## config.mk

```make
export PLATFORM = sky130hd
export DESIGN_NAME = display_scan_controller_flat
export DESIGN_NICKNAME = d
export VERILOG_FILES = /design/src/rtl/display_scan_controller_if.sv /design/src/rtl/display_scan_controller.sv /design/src/flat_wrapper.sv
export SDC_FILE = /design/constraint.sdc
export NUM_CORES = 1
export LEC_CHECK = 0
export BUFFER_PORTS_ARGS = -buffer_cell sky130_fd_sc_hd__buf_4
export CAP_MARGIN = 20
export CORE_MARGIN = 10
export CORE_UTILIZATION = 41
export DETAILED_ROUTE_END_ITERATION = 6
export GPL_ROUTABILITY_DRIVEN = 0
export HOLD_SLACK_MARGIN = 0.02
export PLACE_DENSITY_LB_ADDON = 0.15
export SLEW_MARGIN = 20
export SYNTH_ARGS = -nofsm -noshare
export SYNTH_HDL_FRONTEND = slang
export SYNTH_SLANG_ARGS = --single-unit
```

## constraint.sdc

```tcl
create_clock -name i_Clk -period 2.5 [get_ports i_Clk]
set_clock_uncertainty 0.2 [all_clocks]
set_input_delay 0.125 -clock i_Clk [delete_from_list [all_inputs] [get_ports i_Clk]]
set_output_delay 0.125 -clock i_Clk [all_outputs]
set_load 0.02 [all_outputs]
```

## src/rtl/display_scan_controller_if.sv

```systemverilog
// Display scan controller bundle: mode/frame inputs toward the scanner, scan outputs back.
// Combinational wires only; no flow control.
interface display_scan_controller_if #(
    parameter int SEGMENT_NUM = 4
);
    localparam int IDX_W   = (SEGMENT_NUM > 2) ? $clog2(SEGMENT_NUM) : 1;
    localparam int FIELD_W = (SEGMENT_NUM > 2) ? $clog2(SEGMENT_NUM / 2) : 1;

    logic [1:0]               mode;
    logic [FIELD_W-1:0]       edit_field;
    logic                     alarm_active;
    logic [4*SEGMENT_NUM-1:0] time_bcd;
    logic [4*SEGMENT_NUM-1:0] alarm_bcd;
    logic                     refresh_tick;
    logic [IDX_W-1:0]         digit_idx;
    logic [3:0]               bcd_digit;
    logic [SEGMENT_NUM-1:0]   anodes;

    modport master (
        output mode, edit_field, alarm_active, time_bcd, alarm_bcd,
        input  refresh_tick, digit_idx, bcd_digit, anodes
    );

    modport slave (
        input  mode, edit_field, alarm_active, time_bcd, alarm_bcd,
        output refresh_tick, digit_idx, bcd_digit, anodes
    );
endinterface

```

## src/rtl/display_scan_controller.sv

```systemverilog
// Multiplexed 7-segment scan: refresh prescaler, per-frame source snapshot, edit/ringing blink.
// Outputs registered 1 clk after each refresh tick; no backpressure (free-running scan).
module display_scan_controller #(
    parameter int CLK_FREQ_HZ = 100_000_000,
    parameter int REFRESH_HZ  = 1000,
    parameter int BLINK_HZ    = 2,
    parameter int SEGMENT_NUM = 4
) (
    input  logic                      i_Clk,
    input  logic                      i_Reset,
    display_scan_controller_if.slave  bus
);
    localparam int DIV       = CLK_FREQ_HZ / REFRESH_HZ;
    localparam int BLINK_DIV = REFRESH_HZ / (2 * BLINK_HZ);
    localparam int PRE_W     = (DIV > 1) ? $clog2(DIV) : 1;
    localparam int BLK_W     = (BLINK_DIV > 1) ? $clog2(BLINK_DIV) : 1;
    localparam int IDX_W     = (SEGMENT_NUM > 2) ? $clog2(SEGMENT_NUM) : 1;
    localparam int FRAME_W   = 4 * SEGMENT_NUM;

    typedef enum logic [2:0] {
        SHOW_TIME,
        SHOW_ALARM,
        EDIT_TIME,
        EDIT_ALARM,
        RINGING
    } state_t;

    state_t                   state_q, state_d;
    logic [PRE_W-1:0]         pre_cnt;
    logic [IDX_W-1:0]         idx_q, idx_d;
    logic [BLK_W-1:0]         blink_q, blink_d;
    logic                     phase_q, phase_d;
    logic [FRAME_W-1:0]       frame_q, frame_d;
    logic [3:0]               bcd_q, bcd_d;
    logic [SEGMENT_NUM-1:0]   anodes_q, anodes_d;
    logic                     tick;
    logic                     frame_end;
    logic                     blank;
    logic [IDX_W-1:0]         field_of_idx;

    assign tick      = (pre_cnt == PRE_W'(DIV - 1));
    assign frame_end = tick && (idx_q == IDX_W'(SEGMENT_NUM - 1));

    always_comb begin
        state_d      = state_q;
        idx_d        = idx_q;
        blink_d      = blink_q;
        phase_d      = phase_q;
        frame_d      = frame_q;
        blank        = 1'b0;
        field_of_idx = '0;

        if (tick) begin
            idx_d = frame_end ? '0 : idx_q + 1'b1;
            if (blink_q == BLK_W'(BLINK_DIV - 1)) begin
                blink_d = '0;
                phase_d = ~phase_q;
            end else begin
                blink_d = blink_q + 1'b1;
            end
        end

        // Mode is only honoured at frame boundaries so a frame never mixes sources.
        if (frame_end) begin
            if (bus.alarm_active) begin
                state_d = RINGING;
            end else begin
                case (bus.mode)
                    2'b00:   state_d = SHOW_TIME;
                    2'b01:   state_d = SHOW_ALARM;
                    2'b10:   state_d = EDIT_TIME;
                    default: state_d = EDIT_ALARM;
                endcase
            end
            frame_d = (state_d == SHOW_ALARM || state_d == EDIT_ALARM) ? bus.alarm_bcd
                                                                       : bus.time_bcd;
        end

        // Blanking looks at the post-tick state, phase and index.
        field_of_idx = idx_d >> 1;
        if (phase_d) begin
            if (state_d == RINGING) begin
                blank = 1'b1;
            end else if ((state_d == EDIT_TIME || state_d == EDIT_ALARM) &&
                         field_of_idx == IDX_W'(bus.edit_field)) begin
                blank = 1'b1;
            end
        end

        bcd_d    = frame_d[4*idx_d +: 4];
        anodes_d = blank ? '1 : ~(SEGMENT_NUM'(1) << idx_d);
    end

    always_ff @(posedge i_Clk or posedge i_Reset) begin
        if (i_Reset) begin
            pre_cnt  <= '0;
            idx_q    <= '0;
            blink_q  <= '0;
            phase_q  <= 1'b0;
            state_q  <= SHOW_TIME;
            frame_q  <= '0;
            bcd_q    <= '0;
            anodes_q <= '1;
        end else begin
            pre_cnt <= tick ? '0 : pre_cnt + 1'b1;
            idx_q   <= idx_d;
            blink_q <= blink_d;
            phase_q <= phase_d;
            state_q <= state_d;
            frame_q <= frame_d;
            if (tick) begin
                bcd_q    <= bcd_d;
                anodes_q <= anodes_d;
            end
        end
    end

    assign bus.refresh_tick = tick;
    assign bus.digit_idx    = idx_q;
    assign bus.bcd_digit    = bcd_q;
    assign bus.anodes       = anodes_q;
endmodule
```

## src/flat_wrapper.sv

```systemverilog
// flat-port wrapper written by rule: the top's interface ports become plain ports
module display_scan_controller_flat 
#(
    parameter int CLK_FREQ_HZ = 100_000_000,
    parameter int REFRESH_HZ  = 1000,
    parameter int BLINK_HZ    = 2,
    parameter int SEGMENT_NUM = 4
)
  (i_Clk, i_Reset, bus_mode, bus_edit_field, bus_alarm_active, bus_time_bcd, bus_alarm_bcd, bus_refresh_tick, bus_digit_idx, bus_bcd_digit, bus_anodes);
  display_scan_controller_if #(.SEGMENT_NUM(SEGMENT_NUM)) bus_i ();
  input  logic i_Clk;
  input  logic i_Reset;
  input wire logic [$bits(bus_i.mode)-1:0] bus_mode;
  input wire logic [$bits(bus_i.edit_field)-1:0] bus_edit_field;
  input wire logic [$bits(bus_i.alarm_active)-1:0] bus_alarm_active;
  input wire logic [$bits(bus_i.time_bcd)-1:0] bus_time_bcd;
  input wire logic [$bits(bus_i.alarm_bcd)-1:0] bus_alarm_bcd;
  output wire logic [$bits(bus_i.refresh_tick)-1:0] bus_refresh_tick;
  output wire logic [$bits(bus_i.digit_idx)-1:0] bus_digit_idx;
  output wire logic [$bits(bus_i.bcd_digit)-1:0] bus_bcd_digit;
  output wire logic [$bits(bus_i.anodes)-1:0] bus_anodes;
  assign bus_i.mode = bus_mode;
  assign bus_i.edit_field = bus_edit_field;
  assign bus_i.alarm_active = bus_alarm_active;
  assign bus_i.time_bcd = bus_time_bcd;
  assign bus_i.alarm_bcd = bus_alarm_bcd;
  assign bus_refresh_tick = bus_i.refresh_tick;
  assign bus_digit_idx = bus_i.digit_idx;
  assign bus_bcd_digit = bus_i.bcd_digit;
  assign bus_anodes = bus_i.anodes;
  display_scan_controller #(.CLK_FREQ_HZ(CLK_FREQ_HZ), .REFRESH_HZ(REFRESH_HZ), .BLINK_HZ(BLINK_HZ), .SEGMENT_NUM(SEGMENT_NUM)) u_core (.i_Clk(i_Clk), .i_Reset(i_Reset), .bus(bus_i));
endmodule
```

==> results.ini, run 1 <==
[timing]
setup_viol = 0
tightest_slew_ns = 0.595
fmax_ghz = 0.425
fin_crit_sh = 0.942
hold_ws_ns = 0.0783
max_slew_margin = 0.604
drv_slew = 0
fin_crit_ns = 2.35
rsz0062_at_grt = no
tns_ns = 0
finalHoldViolCount = 0

[yosys]
synth_cells = 271
synth_seq_cells = 55
synthArstFlopShare = 1.00
synth_area_um2 = 2770
synthDistinctLibCells = 40
yosys-top-cells-count = dfrtp_1 (51), nand2_1 (43), nor2_1 (26), o21ai_0 (26), mux2i_1 (22)
synth_nets = 313
synth_ff_type = dfrtp_1
synth-edff-count = 0
yosysWarnings = 0
ys_seq_area_frac = 0.498
syn_area_per_cell_um2 = 10.2
synth_top_area_frac = 0.460
synth.area.top_cells = dfrtp_1 (46%), mux2i_1 (7.9%), nand2_1 (5.8%)
synth_area_leader_cell = dfrtp_1
synth_most_common_cell = dfrtp_1

[finish]
drive_above_1_share = 0.266
final_nets = 417
fill_cells = 609
diodes = 0
multi_input_area_um2 = 1330
utilization = 0.594
area_delta_synth_final_pct = 38.4
regArea_um2 = 1380

[place]
hpwl_um = 4470
io_buffers = 48

[pwr]
comb_power_share = 0.094
p_clk_frac = 0.340
internal_power_mw = 1.24
p_leak_nw = 1.82
swShare = 0.211
p_per_area_nw_per_um2 = 410
seq_power_share = 0.566
netSwitchingPower_mw = 0.332
ir_worst_vdd_mv = 0.269

[setup_path]
cpPeakStageDelay_ns = 0.55
critPathSlowestCell = or4bb_1
worstSetupStartpointType = flop
cp.arrival_ns = 2.37
setup.worst_path.end_class = flop
startpoint = u_core.pre_cnt[13]$_DFF_PP0_
cp_max_fo = 7
timing.rr.start = u_core.pre_cnt[13]$_DFF_PP0_
worstPathCellList = or4bb_1 -> nor4_4 -> buf_4 -> nand3b_1 -> a21oi_1 -> o311ai_2 -> a41oi_2
critical_path_class = reg2reg
path_buf_inv = 1
crit_required_ns = 2.52
cp_top_family = simple AND/OR/NAND/NOR gates

[clock_network]
clk_latency_ns = 0.30
cts_max_level = 2
cts_sinks = 55
path_clk_slew_ns = 0.09
cts_buffer_depth = 2
clock-root-buffer = clkbuf_8
cts_tree = built
numCtsBuffers = 5

[floorplan]
start_util = 0.429
core_area_um2 = 6460
rows = 29
io-pin-count = 49
die-height_um = 102
die_width_um = 102
die_area_um2 = 10500

[route]
vias_per_cell = 4.86
drtPass1Iterations = 4
drt_iter0_drc = 45
drt-total-wl_um = 6320
ant_nets = 0
drc_errors = 0
post_drt_wl_per_cell_um = 13.9
num_vias = 2200

[global_routing]
grt_pass1_wl_um = 11000
track_usage = 0.129
grt_remaining_overflow = 0
grt_max_degree = 47
grt_pass1_vias = 2310
antenna_found_initial = 0

[run_status]
status = finished, final reports clean

[flow_run]
drv_cap = 0

[worst_hold_path]
hold_path.class = in2async

per-layer routing:
metal	routed length, um	share of wire	track usage
met4	46	0.0073	0.0260
met5	0	0	0
met3	385	0.061	0.0486
met2	2960	0.47	0.207
met1	2920	0.46	0.162
cell type report:
| class | count | share of cell area |
|---|---|---|
| Multi-Input combinational cell | 201 | 0.348 |
| Clock buffer | 8 | 0.0261 |
| Sequential cell | 55 | 0.360 |
| Timing Repair Buffer | 109 | 0.238 |
| Tap cell | 77 | 0.0251 |
| Inverter | 3 | 0.00294 |
state kept, by name, summed over array words and instances, names as in the netlist:
signal,cells
u_core.phase_q,1
u_core.bus.bcd_digit,4
u_core.state_q,3
u_core.pre_cnt,17
u_core.blink_q,8
u_core.frame_q,16
u_core.bus.anodes,4
u_core.bus.digit_idx,2
cells by family (layout without fill, tap and decap cells):
logic type / after synthesis / count (layout) / synth area share
buf+inv: 15 / 120 / 0.0235
flops: 55 / 55 / 0.498
compound gates: 44 / 44 / 0.0939
simple gates: 107 / 107 / 0.187
mux: 28 / 28 / 0.116
fa+ha+maj: 4 / 4 / 0.0181
xor+xnor: 18 / 18 / 0.0636
worst register-to-register path, cell delays in order (launching register included):
cell and delay (ns):
dfrtp_1 0.38, or4bb_1 0.55, nor4_4 0.26, buf_4 0.19, nand3b_1 0.11, a21oi_1 0.08
o311ai_2 0.35, a41oi_2 0.16
cell usage in the layout, fill, tap and decap left out, types with 4 or more instances in the layout:
cell           instances
a21oi_1                7
a31oi_1                4
buf_4                 72
clkbuf_8               7
dfrtp_1               51
dfstp_2                4
dlygate4sd3_1         35
mux2i_1               22
nand2_1               43
nand3_1                9
nor2_1                26
nor2b_1                6
nor3_1                 5
o21ai_0               26
xnor2_1                8
xor2_1                 9
through the flow:
step | total power, mW | instances | worst slack [ns] | cell area [um2]
floorplan | 0.947 | 271 | 0.129 | 2770
global placement | 1.00 | 406 | 0.0312 | 3340
detailed placement | 1.00 | 406 | -0.0392 | 3340
CTS | 1.59 | 451 | 0.0277 | 3810
global route | 1.65 | 453 | 0.0110 | 3840
finish | 1.57 | 453 | 0.145 | 3840
path summary, 6_finish.rpt:
check	endpoint	slack (ns)	cells after the start
max	u_core.bus.anodes[3]$_DFFE_PP1N_	0.15	7
min	u_core.blink_q[3]$_DFFE_PP0N_	0.08	3
max reg2reg	u_core.bus.anodes[3]$_DFFE_PP1N_	0.15	7
min reg2reg	u_core.frame_q[7]$_DFF_PP0_	0.29	2
max in group asynchronous	u_core.blink_q[0]$_DFFE_PP0N_	1.18	4
min in group i_Clk	u_core.bus.bcd_digit[1]$_DFFE_PP0N_	0.17	5
power by group through the flow:
stage | registers, mW | logic (mW) | clock network (mW)
3_5_place_dp | 0.907 | 0.0969 | 0
2_1_floorplan | 0.907 | 0.0403 | 0
6_report | 0.889 | 0.148 | 0.535
3_3_place_gp | 0.907 | 0.0960 | 0
4_1_cts | 0.889 | 0.148 | 0.555
5_1_grt | 0.890 | 0.163 | 0.595
what timing repair did:
action / in CTS / in global routing
endpoints found under the hold margin: 73 / 0
gates resized for setup: 0 / 5
pin swaps: 1 / 4
setup endpoints to repair: 5 / 21
hold buffers: 35 / 0
setup buffers: 2 / 2
Note: power is estimated with default switching activity, not from simulation.
==> run 2: changes to the inputs <==
- clock period: 2.5 -> 2.19 ns (I/O delays scaled with it)
==> run 2 against run 1 <==
The run now ends with setup timing left. Sequential share of layout area decreased by 3.0 points. Clock power grew 50%. Non-clock buffer count grew 20. Combinational power is 16% higher. First-iteration DRC count is 130% higher. Fmax about the same. Critical path depth up 2. Core utilization grew 5.4 points. Clock-buffer cell count shrank 2. Highest routed layer unchanged.
==> results.ini, run 2 (synthesized netlist as in run 1, its figures left out) <==
[route]
ant_nets = 0
drt_iter0_drc = 104
drtPass1Iterations = 4
vias_per_cell = 5.01
drc_errors = 0
drt-total-wl_um = 7070
post_drt_wl_per_cell_um = 14.9
num_vias = 2371

[setup_path]
cp_top_family = simple AND/OR/NAND/NOR gates
setup.worst_path.end_class = flop
ff2ff_setup_slack_ns = -0.16
timing.rr.start = u_core.pre_cnt[11]$_DFF_PP0_
path_buf_inv = 4
critPathSlowestCell = or4b_4
critical_path_class = reg2reg
cp.arrival_ns = 2.35
cpPeakStageDelay_ns = 0.55
worstSetupStartpointType = flop
worstPathCellList = or4b_4 -> nor4_4 -> buf_6 -> buf_4 -> buf_6 -> nand2_8 -> clkbuf_16 -> nand2_1 -> o21ai_0
reg2reg_depth = 9
r2r-end = u_core.frame_q[3]$_DFF_PP0_
cp_max_fo = 8
crit_required_ns = 2.19
cpMostUsedCell = buf_6

[clock_network]
cts_max_level = 2
path_clk_slew_ns = 0.11
cts_tree = built
cts_buffer_depth = 2
clock-root-buffer = clkbuf_8
numCtsBuffers = 5
clk_latency_ns = 0.31
cts_sinks = 55

[worst_hold_path]
hold_path.class = in2reg
min_to = u_core.bus.bcd_digit[1]$_DFFE_PP0N_
whs_path_depth = 5
worstHoldStart = bus_time_bcd[1]

[finish]
area_delta_synth_final_pct = 50.9
utilization = 0.648
final_nets = 437
stdcell_count = 473
diodes = 0
final_area_um2 = 4190
top_register = u_core.pre_cnt
final_common_cell = buf_4
final_cell_mix = buf_4 (79), dfrtp_1 (51), nand2_1 (40), dlygate4sd3_1 (35), nor2_1 (26)
largest_register_ff_count = 17
fill_cells = 516
top_regs = u_core.pre_cnt (17), u_core.frame_q (16), u_core.blink_q (8)
drive_above_1_share = 0.323

[timing]
fin_crit_ns = 2.35
tightest_slew_ns = 0.694
worst_slack_ns = -0.164
fmax_ghz = 0.425
finalHoldViolCount = 0
hold_ws_ns = 0.146
tns_ns = -3.01
rsz0062_at_grt = yes
setup_viol = 32
fin_crit_sh = 1.07
drv_slew = 0
max_slew_margin = 0.538

[pwr]
p_per_area_nw_per_um2 = 475
p_leak_nw = 2.01
power_mw = 1.99
ir_worst_vdd_mv = 0.264

[place]
dp_slack_ns = -0.198
dp.cells = 418
io_buffers = 48
hpwl_um = 4490
place_area_um2 = 3460

[floorplan]
die-height_um = 102
core_area_um2 = 6460
io-pin-count = 49
die_area_um2 = 10500
start_util = 0.429
die_width_um = 102
rows = 29

[global_routing]
grt_remaining_overflow = 0
grt_pass1_vias = 2384
antenna_found_initial = 0
grt_max_degree = 56
grt_pass1_wl_um = 11200
track_usage = 0.131

[run_status]
violations = setup timing
status = complete, but fails checks

[flow_run]
drv_cap = 0

## run 2: power breakdown
group | leakage, nW | internal (mW) | switching (mW)
logic | 1.32 | 0.111 | 0.0609
clock network | 0.0654 | 0.457 | 0.344
registers | 0.625 | 1.02 | 0
## run 2: final cells by class
cell class                      count  area, um2  share of cell area
Multi-Input combinational cell    201       1400               0.334
Sequential cell                    55       1380               0.330
Timing Repair Buffer              129       1170               0.279
Tap cell                           77       96.3              0.0230
Clock buffer                        6       72.6              0.0173
Clock inverter                      2       60.1              0.0143
Inverter                            3       11.3             0.00269
## run 2: worst max path at each step
stage	from	endpoint	slack (ns)	cells after the start
5_1_grt	u_core.pre_cnt[11]$_DFF_PP0_	u_core.bus.anodes[3]$_DFFE_PP1N_	-0.25	7
3_3_place_gp	u_core.pre_cnt[11]$_DFF_PP0_	u_core.bus.anodes[3]$_DFFE_PP1N_	-0.15	7
4_1_cts	u_core.pre_cnt[6]$_DFF_PP0_	u_core.bus.anodes[0]$_DFFE_PP1N_	-0.17	7
6_report	u_core.pre_cnt[11]$_DFF_PP0_	u_core.frame_q[3]$_DFF_PP0_	-0.16	9
2_1_floorplan	u_core.pre_cnt[11]$_DFF_PP0_	u_core.bus.anodes[0]$_DFFE_PP1N_	-0.11	6
3_5_place_dp	u_core.pre_cnt[11]$_DFF_PP0_	u_core.bus.anodes[2]$_DFFE_PP1N_	-0.20	7
## run 2: layer usage
metal	share of wire	vias up	GRT usage
li1	-	1186	-
met1	0.43	1125	0.162
met2	0.50	50	0.215
met3	0.052	10	0.0418
met4	0.017	0	0.0390
met5	0	-	0
## run 2: tightest hold or removal path: cells and delay by family
| kind | cells | cell delay (ns) |
|---|---|---|
| buf+inv | 1 | 0.08 |
| compound gates | 3 | 0.33 |
| mux | 1 | 0.10 |
## run 2: what timing repair did
action | CTS | global route
endpoints found under the setup margin | 33 | 34
hold buffers | 35 | 0
hold endpoints to repair | 69 | 0
pin swaps | 8 | 4
gates resized for setup | 11 | 28
cloned | 0 | 5
buffers inserted | 2 | 5
